**src/rtl/seg_scan_pkg.sv**
```systemverilog
// seg_scan_pkg: shared types and constants for the four-digit scan driver.
// State encoding, one-hot anode constants, blank segment pattern and the
// digit-index to anode decoder.
package seg_scan_pkg;

  typedef enum logic [1:0] {
    ST_IDLE  = 2'd0,
    ST_SHOW  = 2'd1,
    ST_BLANK = 2'd2
  } state_t;

  localparam logic [3:0] AN_D0   = 4'b0001;
  localparam logic [3:0] AN_D1   = 4'b0010;
  localparam logic [3:0] AN_D2   = 4'b0100;
  localparam logic [3:0] AN_D3   = 4'b1000;
  localparam logic [7:0] SEG_OFF = 8'h00;

  // Map a digit index to its one-hot anode select.
  function automatic logic [3:0] an_sel(input logic [1:0] idx);
    logic [3:0] an;
    case (idx)
      2'd0:    an = AN_D0;
      2'd1:    an = AN_D1;
      2'd2:    an = AN_D2;
      2'd3:    an = AN_D3;
      default: an = 4'b0000;
    endcase
    return an;
  endfunction

endpackage

```
**src/rtl/seg_scan_timer.sv**
```systemverilog
// seg_scan_timer: dwell/blank cycle counter for the scan driver.
// Counts up from zero while not cleared; term is high while the count equals
// the terminal value tc (terminal count minus one, supplied by the FSM).
module seg_scan_timer #(
  parameter int CW = 3
) (
  input  logic          clk,
  input  logic          rst,
  input  logic          clr,
  input  logic [CW-1:0] tc,
  output logic          term
);

  logic [CW-1:0] cnt_r;

  // Cycle counter, restarted by the FSM on every state or digit change.
  always_ff @(posedge clk) begin
    if (rst) begin
      cnt_r <= '0;
    end else if (clr) begin
      cnt_r <= '0;
    end else begin
      cnt_r <= cnt_r + CW'(1'b1);
    end
  end

  assign term = (cnt_r == tc);

endmodule

```
**src/rtl/seg_scan_drv.sv**
```systemverilog
// seg_scan_drv: time-multiplexed scan driver for a four-digit segment display.
// Snapshots lin0..lin3 at scan start and at every 3->0 wrap, then shows each
// digit for DWELL cycles on a shared segment bus with one-hot anode selects.
// Optional macro SCAN_BLANK_EN inserts BLANK dead cycles after every digit.
module seg_scan_drv
  import seg_scan_pkg::*;
#(
  parameter int DWELL = 4,
  parameter int BLANK = 1
) (
  input  logic       clk,
  input  logic       rst,
  input  logic       enable,
  input  logic [7:0] lin0,
  input  logic [7:0] lin1,
  input  logic [7:0] lin2,
  input  logic [7:0] lin3,
  output logic [7:0] seg_out,
  output logic [3:0] an_out,
  output logic [1:0] digit_idx,
  output logic       frame_done
);

  localparam int MAXV = (DWELL > BLANK) ? DWELL : BLANK;
  localparam int CW   = $clog2(MAXV) + 1;
  localparam logic [CW-1:0] DWELL_TC = CW'(DWELL - 1);
`ifdef SCAN_BLANK_EN
  localparam logic [CW-1:0] BLANK_TC = CW'(BLANK - 1);
`endif

  state_t          state_r;
  state_t          state_s;
  logic [1:0]      idx_r;
  logic [1:0]      idx_s;
  logic [3:0][7:0] snap_r;
  logic            load_s;
  logic            wrap_r;
  logic            wrap_s;
  logic            clr_s;
  logic            term_s;
  logic [CW-1:0]   tc_s;

`ifdef SCAN_BLANK_EN
  assign tc_s = (state_r == ST_BLANK) ? BLANK_TC : DWELL_TC;
`else
  assign tc_s = DWELL_TC;
`endif

  seg_scan_timer #(.CW(CW)) u_timer (
    .clk  (clk),
    .rst  (rst),
    .clr  (clr_s),
    .tc   (tc_s),
    .term (term_s)
  );

  // Next-state logic: digit advance, snapshot reload and wrap detection.
  always_comb begin
    state_s = state_r;
    idx_s   = idx_r;
    load_s  = 1'b0;
    wrap_s  = 1'b0;
    clr_s   = 1'b0;
    if (!enable) begin
      state_s = ST_IDLE;
      idx_s   = 2'd0;
      clr_s   = 1'b1;
    end else begin
      case (state_r)
        ST_IDLE: begin
          state_s = ST_SHOW;
          idx_s   = 2'd0;
          load_s  = 1'b1;
          clr_s   = 1'b1;
        end
        ST_SHOW: begin
          if (term_s) begin
            clr_s = 1'b1;
`ifdef SCAN_BLANK_EN
            state_s = ST_BLANK;
`else
            state_s = ST_SHOW;
            idx_s   = idx_r + 2'd1;
            if (idx_r == 2'd3) begin
              load_s = 1'b1;
              wrap_s = 1'b1;
            end else begin
              load_s = 1'b0;
            end
`endif
          end else begin
            clr_s = 1'b0;
          end
        end
`ifdef SCAN_BLANK_EN
        ST_BLANK: begin
          if (term_s) begin
            clr_s   = 1'b1;
            state_s = ST_SHOW;
            idx_s   = idx_r + 2'd1;
            if (idx_r == 2'd3) begin
              load_s = 1'b1;
              wrap_s = 1'b1;
            end else begin
              load_s = 1'b0;
            end
          end else begin
            clr_s = 1'b0;
          end
        end
`endif
        default: begin
          state_s = ST_IDLE;
          idx_s   = 2'd0;
          clr_s   = 1'b1;
        end
      endcase
    end
  end

  // State, digit index, wrap flag and frame snapshot registers.
  always_ff @(posedge clk) begin
    if (rst) begin
      state_r <= ST_IDLE;
      idx_r   <= 2'd0;
      wrap_r  <= 1'b0;
      snap_r  <= '0;
    end else begin
      state_r <= state_s;
      idx_r   <= idx_s;
      wrap_r  <= wrap_s;
      if (load_s) begin
        snap_r <= {lin3, lin2, lin1, lin0};
      end else begin
        snap_r <= snap_r;
      end
    end
  end

  // Registered outputs decoded from the state; a low enable blanks them at once.
  always_ff @(posedge clk) begin
    if (rst) begin
      seg_out    <= SEG_OFF;
      an_out     <= 4'b0000;
      digit_idx  <= 2'd0;
      frame_done <= 1'b0;
    end else if (enable && (state_r == ST_SHOW)) begin
      seg_out    <= snap_r[idx_r];
      an_out     <= an_sel(idx_r);
      digit_idx  <= idx_r;
      frame_done <= wrap_r;
    end
`ifdef SCAN_BLANK_EN
    else if (enable && (state_r == ST_BLANK)) begin
      seg_out    <= SEG_OFF;
      an_out     <= 4'b0000;
      digit_idx  <= idx_r;
      frame_done <= 1'b0;
    end
`endif
    else begin
      seg_out    <= SEG_OFF;
      an_out     <= 4'b0000;
      digit_idx  <= 2'd0;
      frame_done <= 1'b0;
    end
  end

endmodule
```
**config.mk**
```make
export PLATFORM = sky130hd
export DESIGN_NAME = seg_scan_drv
export DESIGN_NICKNAME = d
export VERILOG_FILES = /design/src/rtl/seg_scan_pkg.sv /design/src/rtl/seg_scan_timer.sv /design/src/rtl/seg_scan_drv.sv
export SDC_FILE = /design/constraint.sdc
export NUM_CORES = 1
export LEC_CHECK = 0
export ABC_AREA = 1
export CAP_MARGIN = 0
export CORE_MARGIN = 2
export CORE_UTILIZATION = 38
export DETAILED_ROUTE_END_ITERATION = 10
export GPL_TIMING_DRIVEN = 1
export PLACE_DENSITY = 0.6
export SYNTH_ARGS = -nofsm -noshare
export SYNTH_HDL_FRONTEND = slang
export SYNTH_SLANG_ARGS = --single-unit
export TNS_END_PERCENT = 100
```
**constraint.sdc**
```tcl
create_clock -name clk -period 1.5 [get_ports clk]
set_input_delay 0.3 -clock clk [delete_from_list [all_inputs] [get_ports clk]]
set_output_delay 0.3 -clock clk [all_outputs]
set_load 0.05 [all_outputs]
```
==> results.sh, run 1 <==
export IMPL_synthCells=366
export IMPL_core_area_um2=6422
export IMPL_num_antenna_cells=0
export IMPL_worstPathArrival_ps=1620
export IMPL_cts_made_buffers=5
export IMPL_worstHoldPathType="input pin to flip-flop"
export IMPL_synth_fp_nets=407
export IMPL_crit_type="flip-flop to flip-flop"
export IMPL_startpoint="idx_r[0]"
export IMPL_synth_top_area_cell="dfxtp_1"
export IMPL_grt_pass1_wl_um=9218
export IMPL_drive_above_1_share_pct=13.16
export IMPL_setup_viol=0
export IMPL_slew_viol_final=0
export IMPL_initialDrtViolationCount=102
export IMPL_dpl_hpwl_um=3521
export IMPL_drt_wl_total_um=5758
export IMPL_fin_nets=458
export IMPL_ys_types=18
export IMPL_netlist_area_um2=2559
export IMPL_syn_avg_cell_area_um2=6.991
export IMPL_grt_overflow=0
export IMPL_max_stage_delay_ps=440
export IMPL_reg2reg_depth=6
export IMPL_start_kind="flip-flop"
export IMPL_vias=2288
export IMPL_dp_cells=481
export IMPL_portBuffers=49
export IMPL_clockBufferDepth=2
export IMPL_grt_total_usage_pct=15.60
export IMPL_worstMarginPinSlew_ps=468.6
export IMPL_r2r_setup_slack_ps=90
export IMPL_root_buffer="clkbuf_8"
export IMPL_final_util_pct=53.50
export IMPL_antenna_found_initial=0
export IMPL_die_h_um=86.06
export IMPL_finalNonFillerCells=495
export IMPL_hold_slack_ps=273.0
export IMPL_crit_path_end_kind="flip-flop"
export IMPL_place_congestion=0.7520
export IMPL_pin_count=50
export IMPL_fin_setup_tns_ps=0
export IMPL_seq_area_frac_synth_pct=42.25
export IMPL_antenna_left=0
export IMPL_synth_top_cells_by_area="dfxtp_1 42%, inv_1 11%, nand2_1 10%, nand3_1 9.4%, a21oi_1 7.2%"
export IMPL_skew_ps=4.823
export IMPL_die_w_um=86.06
export IMPL_outcome="finished, final reports clean"
export IMPL_worstSkewPairLatency_ps=300
export IMPL_powerDensity_nw_per_um2=813.4
export IMPL_vias_per_cell=4.622
export IMPL_ys_warn_count=0
export IMPL_slew_headroom_pct=68.76
export IMPL_cts_tree="built"
export IMPL_path_max_fanout=16
export IMPL_cp_num_cells=6
export IMPL_ir_drop_mv=0.3669
export IMPL_crit_family="simple AND/OR/NAND/NOR gates"
export IMPL_clock_sinks=54
export IMPL_start_util_pct=39.84
export IMPL_grt_max_degree=42
export IMPL_rows=29
export IMPL_p_leak_nw=1.600
export IMPL_min_from="enable"
export IMPL_clock_fmax_mhz=707.4
export IMPL_path_cells="ha_2 -> nand2_8 -> nand2_4 -> nand3_1 -> nand2_1 -> nor2_1"
export IMPL_worst_path_buf_inv=0
export IMPL_synth_top_area_share_pct=42.25
export IMPL_drc=0
export IMPL_worstSetupEndpoint="snap_r[8]"
export IMPL_grt_pass1_vias=2016
export IMPL_clk_pin_slew_ps=90
export IMPL_synth_seq_cells=54
export IMPL_worstPathRequired_ps=1700
export IMPL_worstReg2RegEnd="snap_r[8]"
export IMPL_die_area_um2=7405
export IMPL_r2r_start="idx_r[0]"
export IMPL_dr_pass1_iters=4
export IMPL_wire_per_inst_um=11.63
export IMPL_fin_crit_sh_pct=94.24
export IMPL_cap_violations=0
export IMPL_htreeDepth=2
export IMPL_area_growth_pct=34.28
export IMPL_fin_crit_ps=1414
export IMPL_hold_violations=0
export IMPL_slowest_stage="dfxtp_1"
export IMPL_rsz0062_at_grt="false"
==> cell families (layout without fill, tap and decap cells) <==
group | count (synthesis) | count (layout) | share of synthesized area (%)
buf+inv | 100 | 148 | 18.68
flops | 54 | 54 | 42.25
fa+ha+maj | 6 | 6 | 2.934
compound gates | 42 | 42 | 8.802
simple gates | 164 | 168 | 27.33
==> synth_stat cells, drive strengths merged <==
cell / count
inv: 78
nand2: 72
dfxtp: 54
nand3: 48
nor2: 44
a21oi: 41
buf: 22
ha: 6
o21ai: 1
==> worst min-delay path, delay by kind of cell <==
| family | cells | cell delay [ps] |
|---|---|---|
| and+or+nand+nor | 1 | 40 |
| buffers and inverters | 2 | 210 |
==> cells in the final DEF, fill, tap and decap left out, types with 2 or more instances in the layout <==
| master | n |
|---|---|
| a21oi_1 | 35 |
| a21oi_2 | 4 |
| a21oi_4 | 2 |
| buf_12 | 16 |
| buf_4 | 12 |
| clkbuf_8 | 6 |
| clkdlybuf4s50_1 | 33 |
| dfxtp_1 | 53 |
| ha_1 | 4 |
| inv_1 | 77 |
| nand2_1 | 69 |
| nand2_8 | 5 |
| nand3_1 | 47 |
| nor2_1 | 43 |
==> final cells by class <==
class                   count  area [µm²]
well taps                  77       96.34
clock inverters             1       5.005
clock buffers               7       86.33
flip-flops and latches     54        1082
fillers                   631        2987
multi-input cells         216        1127
inverters                  78       292.8
repair buffers             62       745.7
==> worst min path at each step <==
| stage | slack (ps) | end | cells after the start |
|---|---|---|---|
| after floorplan | 380 | state_r[0] | 1 |
| after global placement | 400 | frame_done | 2 |
| after detailed placement | 400 | frame_done | 2 |
| after CTS | 270 | state_r[0] | 3 |
| after global routing | 280 | state_r[0] | 3 |
| final | 270 | state_r[0] | 3 |
==> through the flow <==
step / setup WS, ps / instance area, µm² / total power [mW]
floorplan: 162.3 / 2559 / 1.832
global placement: 64.06 / 3188 / 1.959
detailed placement: -0.6416 / 3188 / 1.966
CTS: 41.28 / 3304 / 2.796
global route: 0.3030 / 3436 / 2.942
finish: 86.47 / 3436 / 2.795
==> sequential cells by signal, indices dropped and copies added (netlist names) <==
name and count:
an_out 4, digit_idx 2, frame_done 1, idx_r 2
seg_out 8, snap_r 32, state_r 1, u_timer.cnt_r 3
wrap_r 1
==> layer usage <==
layer | GRT usage, % | vias to the layer above | share of wire, %
li1 | - | 1201 | -
met5 | 0 | - | 0
met4 | 4.618 | 0 | 1.5
met3 | 3.561 | 8 | 4.5
met1 | 20.64 | 1021 | 47
met2 | 25.37 | 58 | 47
==> power breakdown <==
group	internal, mW	total [mW]	switching (mW)	leakage, nW
Sequential	1.50	1.55	0.0481	0.443
Clock	0.374	0.835	0.461	0.0482
Combinational	0.203	0.408	0.205	1.11
==> timing repair <==
item / 4_1_cts / 5_1_grt
endpoints found under the setup margin: 6 / 24
hold buffers: 0 / 0
pin swaps: 1 / 0
buffers inserted: 0 / 2
resized for setup: 2 / 12
gates cloned: 1 / 3
Power figures use the tool's default switching activity.
==> run 2: changes to the inputs <==
Settings changed: PLACE_DENSITY 0.6 to default, PLACE_DENSITY_LB_ADDON from default to 0.08.
==> run 2 against run 1 <==
Against the previous run:
- non-clock buffer count up 2
- register-to-register slack about the same
- clock power up 12%
- hold slack worse by 12 ps
- first-iteration DRC count down 12%
- sequential share of layout area down 0.080 points
- largest cell class unchanged
- largest power group unchanged
- highest routed layer unchanged
==> results.sh, run 2 (synthesis gave the netlist of run 1 again) <==
export IMPL_outcome="finished, final reports clean"
export IMPL_hold_buffers=0
export IMPL_die_w_um=86.06
export IMPL_die_h_um=86.06
export IMPL_dpl_cell_area_um2=3193
export IMPL_crit_type="flip-flop to flip-flop"
export IMPL_r2r_start="u_timer.cnt_r[0]"
export IMPL_cts_tree="built"
export IMPL_num_antenna_cells=0
export IMPL_htreeDepth=2
export IMPL_place_congestion=0.6922
export IMPL_hold_violations=0
export IMPL_cap_violations=0
export IMPL_intPower_mw=2.168
export IMPL_post_place_ws_ps=27.11
export IMPL_dpl_hpwl_um=3631
export IMPL_startpoint="u_timer.cnt_r[0]"
export IMPL_clockBufferDepth=2
export IMPL_path_max_fanout=16
export IMPL_min_from="enable"
export IMPL_drc=0
export IMPL_fin_nets=460
export IMPL_clock_fmax_mhz=709.7
export IMPL_worstHoldPathCells=3
export IMPL_vias=2322
export IMPL_grt_max_degree=65
export IMPL_fin_crit_ps=1409
export IMPL_grt_total_usage_pct=15.55
export IMPL_vias_per_cell=4.672
export IMPL_worstMarginPinSlew_ps=490.7
export IMPL_holdPathEnd="state_r[0]"
export IMPL_worstSkewPairLatency_ps=310
export IMPL_fin_crit_sh_pct=93.94
export IMPL_r2r_setup_slack_ps=90
export IMPL_pin_count=50
export IMPL_skew_ps=3.078
export IMPL_switchingPower_uw=724.3
export IMPL_grt_overflow=0
export IMPL_powerDensity_nw_per_um2=839.7
export IMPL_power_frac_seq_pct=53.7
export IMPL_clockPowerShare_pct=32.4
export IMPL_start_kind="flip-flop"
export IMPL_portBuffers=49
export IMPL_p_leak_nw=1.630
export IMPL_area_growth_pct=34.62
export IMPL_drive_above_1_share_pct=13.57
export IMPL_slew_headroom_pct=67.29
export IMPL_root_buffer="clkbuf_8"
export IMPL_dr_pass1_iters=5
export IMPL_die_area_um2=7405
export IMPL_largest_reg_flops=32
export IMPL_reg2reg_depth=7
export IMPL_initialDrtViolationCount=90
export IMPL_swShare_pct=25.04
export IMPL_ir_drop_mv=0.3687
export IMPL_layout_commonest_cell="inv_1"
export IMPL_fin_ws_ps=90.98
export IMPL_crit_path_end_kind="flip-flop"
export IMPL_wire_per_inst_um=12.44
export IMPL_worstReg2RegEnd="snap_r[19]"
export IMPL_rows=29
export IMPL_worstHoldPathType="input pin to flip-flop"
export IMPL_final_area_um2=3445
export IMPL_setup_viol=0
export IMPL_rsz0062_at_grt="false"
export IMPL_top_regs="snap_r (32), seg_out (8), an_out (4)"
export IMPL_comb_power_share_pct=13.9
export IMPL_slew_viol_final=0
export IMPL_antenna_found_initial=0
export IMPL_grt_pass1_vias=1984
export IMPL_clk_pin_slew_ps=90
export IMPL_top_register="snap_r"
export IMPL_worstPathArrival_ps=1620
export IMPL_fin_setup_tns_ps=0
export IMPL_worstPathRequired_ps=1710
export IMPL_start_util_pct=39.84
export IMPL_clock_sinks=54
export IMPL_grt_pass1_wl_um=9121
export IMPL_cts_made_buffers=5
export IMPL_mostFrequentLayoutCells="77 x inv_1, 69 x nand2_1, 53 x dfxtp_1"
export IMPL_final_util_pct=53.63
export IMPL_antenna_left=0
export IMPL_drt_wl_total_um=6181
export IMPL_core_area_um2=6422
[run 2: cell types whose count changed in the layout (fill, tap and decap cells not counted), sizes merged]
| cell | before | now |
|---|---|---|
| clkinv | 1 | 0 |
| buf | 29 | 31 |
| clkbuf | 7 | 8 |
[run 2: power by group through the flow]
stage,Combinational (mW),Clock (mW),Sequential (mW)
2_1_floorplan,0.256,0,1.58
3_3_place_gp,0.384,0,1.57
3_5_place_dp,0.390,0,1.58
4_1_cts,0.391,0.962,1.54
5_1_grt,0.453,1.02,1.56
6_report,0.403,0.937,1.55
[run 2: critical path: stages, from the launching register on]
cell and delay (ps):
dfxtp_1 320, ha_1 190, ha_2 190, nand2_4 100, buf_4 150, nand2_8 110
a21oi_1 180, nor2_1 60
[run 2: repair_timing]
action	4_1_cts	5_1_grt
endpoints found under the setup margin	0	32
buffers inserted	0	5
gates resized for setup	0	9
[run 2: per-layer routing]
metal	wire length, µm	vias to the layer above	share of wire (%)	GRT usage (%)
met3	228	6	3.7	3.369
li1	-	1208	-	-
met1	2817	1066	46	19.55
met2	3077	42	50	26.99
met4	58	0	0.94	3.896
met5	0	-	0	0
[run 2: worst max path at each step]
| stage | endpoint | slack, ps | cells past startpoint |
|---|---|---|---|
| floorplan | snap_r[16] | 160 | 7 |
| global placement | snap_r[15] | 70 | 6 |
| finish | snap_r[19] | 90 | 7 |
| global route | snap_r[12] | 30 | 8 |
| detailed placement | snap_r[3] | 30 | 6 |
| CTS | snap_r[2] | 0.3 | 6 |
[run 2: area by class of cell]
class	count	area, µm²
Clock buffer	8	110.1
Inverter	78	292.8
Tap cell	77	96.34
Timing Repair Buffer	64	773.2
Sequential cell	54	1082
Fill cell	653	2978
Multi-Input combinational cell	216	1090
[run 2: per-stage QoR]
stage,instances,hold slack (ps),power (mW)
2_1_floorplan,366,378.3,1.832
3_3_place_gp,480,397.0,1.959
3_5_place_dp,480,408.1,1.965
4_1_cts,488,259.9,2.896
5_1_grt,497,257.9,3.034
6_report,497,261.0,2.892
==> run 3: changes to the inputs <==
Settings changed: CORE_MARGIN 2 to 5.
Clock period 1.5 ns to 1.2 ns, I/O delays scaled along.
==> run 3 against run 2 <==
Against the previous run:
- the flow now finishes with violations (negative setup slack)
- fmax grew 9.2%
- combinational power grew 41%
- setup slack lost 180 ps
- cell area grew 4.8%
- register-to-register slack lost 180 ps
- clock skew grew 6.2 ps
- power grew 23%
==> results.sh, run 3 (synthesis gave the netlist of run 1 again) <==
export IMPL_slew_viol_final=0
export IMPL_layout_commonest_cell="inv_1"
export IMPL_fin_crit_ps=1291
export IMPL_powerDensity_nw_per_um2=985.7
export IMPL_worstSkewPairLatency_ps=310
export IMPL_start_util_pct=38.30
export IMPL_worstPathArrival_ps=1490
export IMPL_area_growth_pct=41.12
export IMPL_intPower_mw=2.643
export IMPL_top_register="snap_r"
export IMPL_top_regs="snap_r (32), seg_out (8), an_out (4)"
export IMPL_slew_headroom_pct=84.71
export IMPL_startpoint="u_timer.cnt_r[0]"
export IMPL_root_buffer="clkbuf_8"
export IMPL_ir_drop_mv=0.3905
export IMPL_fill_cells=641
export IMPL_htreeDepth=2
export IMPL_wire_per_inst_um=11.27
export IMPL_r2r_start="u_timer.cnt_r[0]"
export IMPL_worstMarginPinSlew_ps=229.1
export IMPL_r2r_setup_slack_ps=-90
export IMPL_holdPathEnd="state_r[0]"
export IMPL_initialDrtViolationCount=67
export IMPL_clock_fmax_mhz=774.9
export IMPL_crit_path_end_kind="flip-flop"
export IMPL_hold_buffers=0
export IMPL_mostFrequentLayoutCells="76 x inv_1, 69 x nand2_1, 50 x dfxtp_1"
export IMPL_clockPowerShare_pct=29.6
export IMPL_antenna_found_initial=0
export IMPL_clockBufferDepth=2
export IMPL_drive_above_1_share_pct=20.57
export IMPL_min_from="enable"
export IMPL_worstHoldPathType="input pin to flip-flop"
export IMPL_p_leak_nw=1.668
export IMPL_switchingPower_uw=916.6
export IMPL_dp_cells=490
export IMPL_dpl_hpwl_um=4049
export IMPL_vias=2240
export IMPL_final_area_um2=3611
export IMPL_num_antenna_cells=0
export IMPL_place_congestion=0.7356
export IMPL_fin_nets=458
export IMPL_worstHoldPathCells=3
export IMPL_skew_ps=9.271
export IMPL_outcome="finished, violations left"
export IMPL_worstPathRequired_ps=1400
export IMPL_pin_count=50
export IMPL_grt_max_degree=34
export IMPL_dpl_cell_area_um2=3442
export IMPL_comb_power_share_pct=16.0
export IMPL_start_kind="flip-flop"
export IMPL_die_area_um2=8474
export IMPL_core_area_um2=6681
export IMPL_fin_ws_ps=-90.51
export IMPL_portBuffers=49
export IMPL_violations="negative setup slack"
export IMPL_drc=0
export IMPL_final_util_pct=54.04
export IMPL_post_cts_setup_buffers=0
export IMPL_clock_sinks=54
export IMPL_die_h_um=92.06
export IMPL_drt_wl_total_um=5610
export IMPL_dr_pass1_iters=4
export IMPL_die_w_um=92.06
export IMPL_path_max_fanout=11
export IMPL_grt_pass1_wl_um=9204
export IMPL_rsz0062_at_grt="true"
export IMPL_swShare_pct=25.75
export IMPL_hold_violations=0
export IMPL_cap_violations=0
export IMPL_antenna_left=0
export IMPL_crit_type="flip-flop to flip-flop"
export IMPL_grt_overflow=0
export IMPL_reg2reg_depth=7
export IMPL_vias_per_cell=4.498
export IMPL_cts_tree="built"
export IMPL_finalNonFillerCells=498
export IMPL_setup_viol=32
export IMPL_cts_made_buffers=5
export IMPL_rows=30
export IMPL_largest_reg_flops=32
export IMPL_grt_pass1_vias=1947
export IMPL_clk_pin_slew_ps=90
export IMPL_worstReg2RegEnd="snap_r[2]"
export IMPL_fin_crit_sh_pct=107.5
export IMPL_power_frac_seq_pct=54.4
export IMPL_grt_total_usage_pct=13.46
==> run 3: cell count changes in the layout (fill, tap and decap cells not counted), sizes merged <==
cell	delta
buf	+2
clkbuf	-1
clkinv	+1
nand2	-4
==> run 3: worst max path at each step <==
stage / end / slack, ps / cells after the start
after detailed placement: seg_out[1] / -160 / 5
final: snap_r[2] / -90 / 7
after CTS: snap_r[9] / -110 / 8
after global placement: seg_out[4] / -120 / 5
after global routing: snap_r[5] / -160 / 8
after floorplan: snap_r[17] / -30 / 7
==> run 3: cell type report <==
cell class	instances	area [µm²]	area share, %
Clock buffer	7	86.33	2.391
Clock inverter	1	5.005	0.1386
Inverter	78	297.8	8.247
Multi-Input combinational cell	212	1161	32.16
Sequential cell	54	1086	30.08
Tap cell	80	100.1	2.772
Timing Repair Buffer	66	874.6	24.22
==> run 3: critical path, stage by stage, from the launching register on <==
cell	delay (ps)
dfxtp_2	340
ha_4	160
ha_4	160
nand2_4	90
nand2_8	90
buf_12	160
a21oi_1	130
nor2_1	60
==> run 3: per-layer routing <==
| metal | share of wire [%] | track usage [%] |
|---|---|---|
| met4 | 1.1 | 3.342 |
| met1 | 48 | 17.26 |
| met5 | 0 | 0 |
| met2 | 48 | 22.99 |
| met3 | 3.4 | 2.871 |
==> run 3: power groups by stage <==
stage	Sequential (mW)	Combinational, mW	Clock [mW]
after floorplan	1.98	0.340	0
after global placement	1.97	0.549	0
after detailed placement	1.98	0.555	0
after CTS	1.94	0.565	1.08
after global routing	1.95	0.637	1.15
final	1.94	0.568	1.05
==> run 3: what timing repair did <==
item	in CTS	in global routing
setup endpoints to repair	35	35
pin swaps	0	1
gates resized for setup	8	12
==> run 3: per-stage QoR <==
stage | hold WS, ps | worst slack [ps] | TNS [ps] | power, mW
after floorplan | 318.3 | -29.07 | -686.6 | 2.317
after global placement | 394.8 | -116.1 | -2724 | 2.524
after detailed placement | 404.5 | -161.8 | -3395 | 2.531
after CTS | 234.8 | -106.6 | -2252 | 3.584
after global routing | 248.2 | -158.3 | -3920 | 3.733
final | 244.5 | -90.51 | -1958 | 3.559
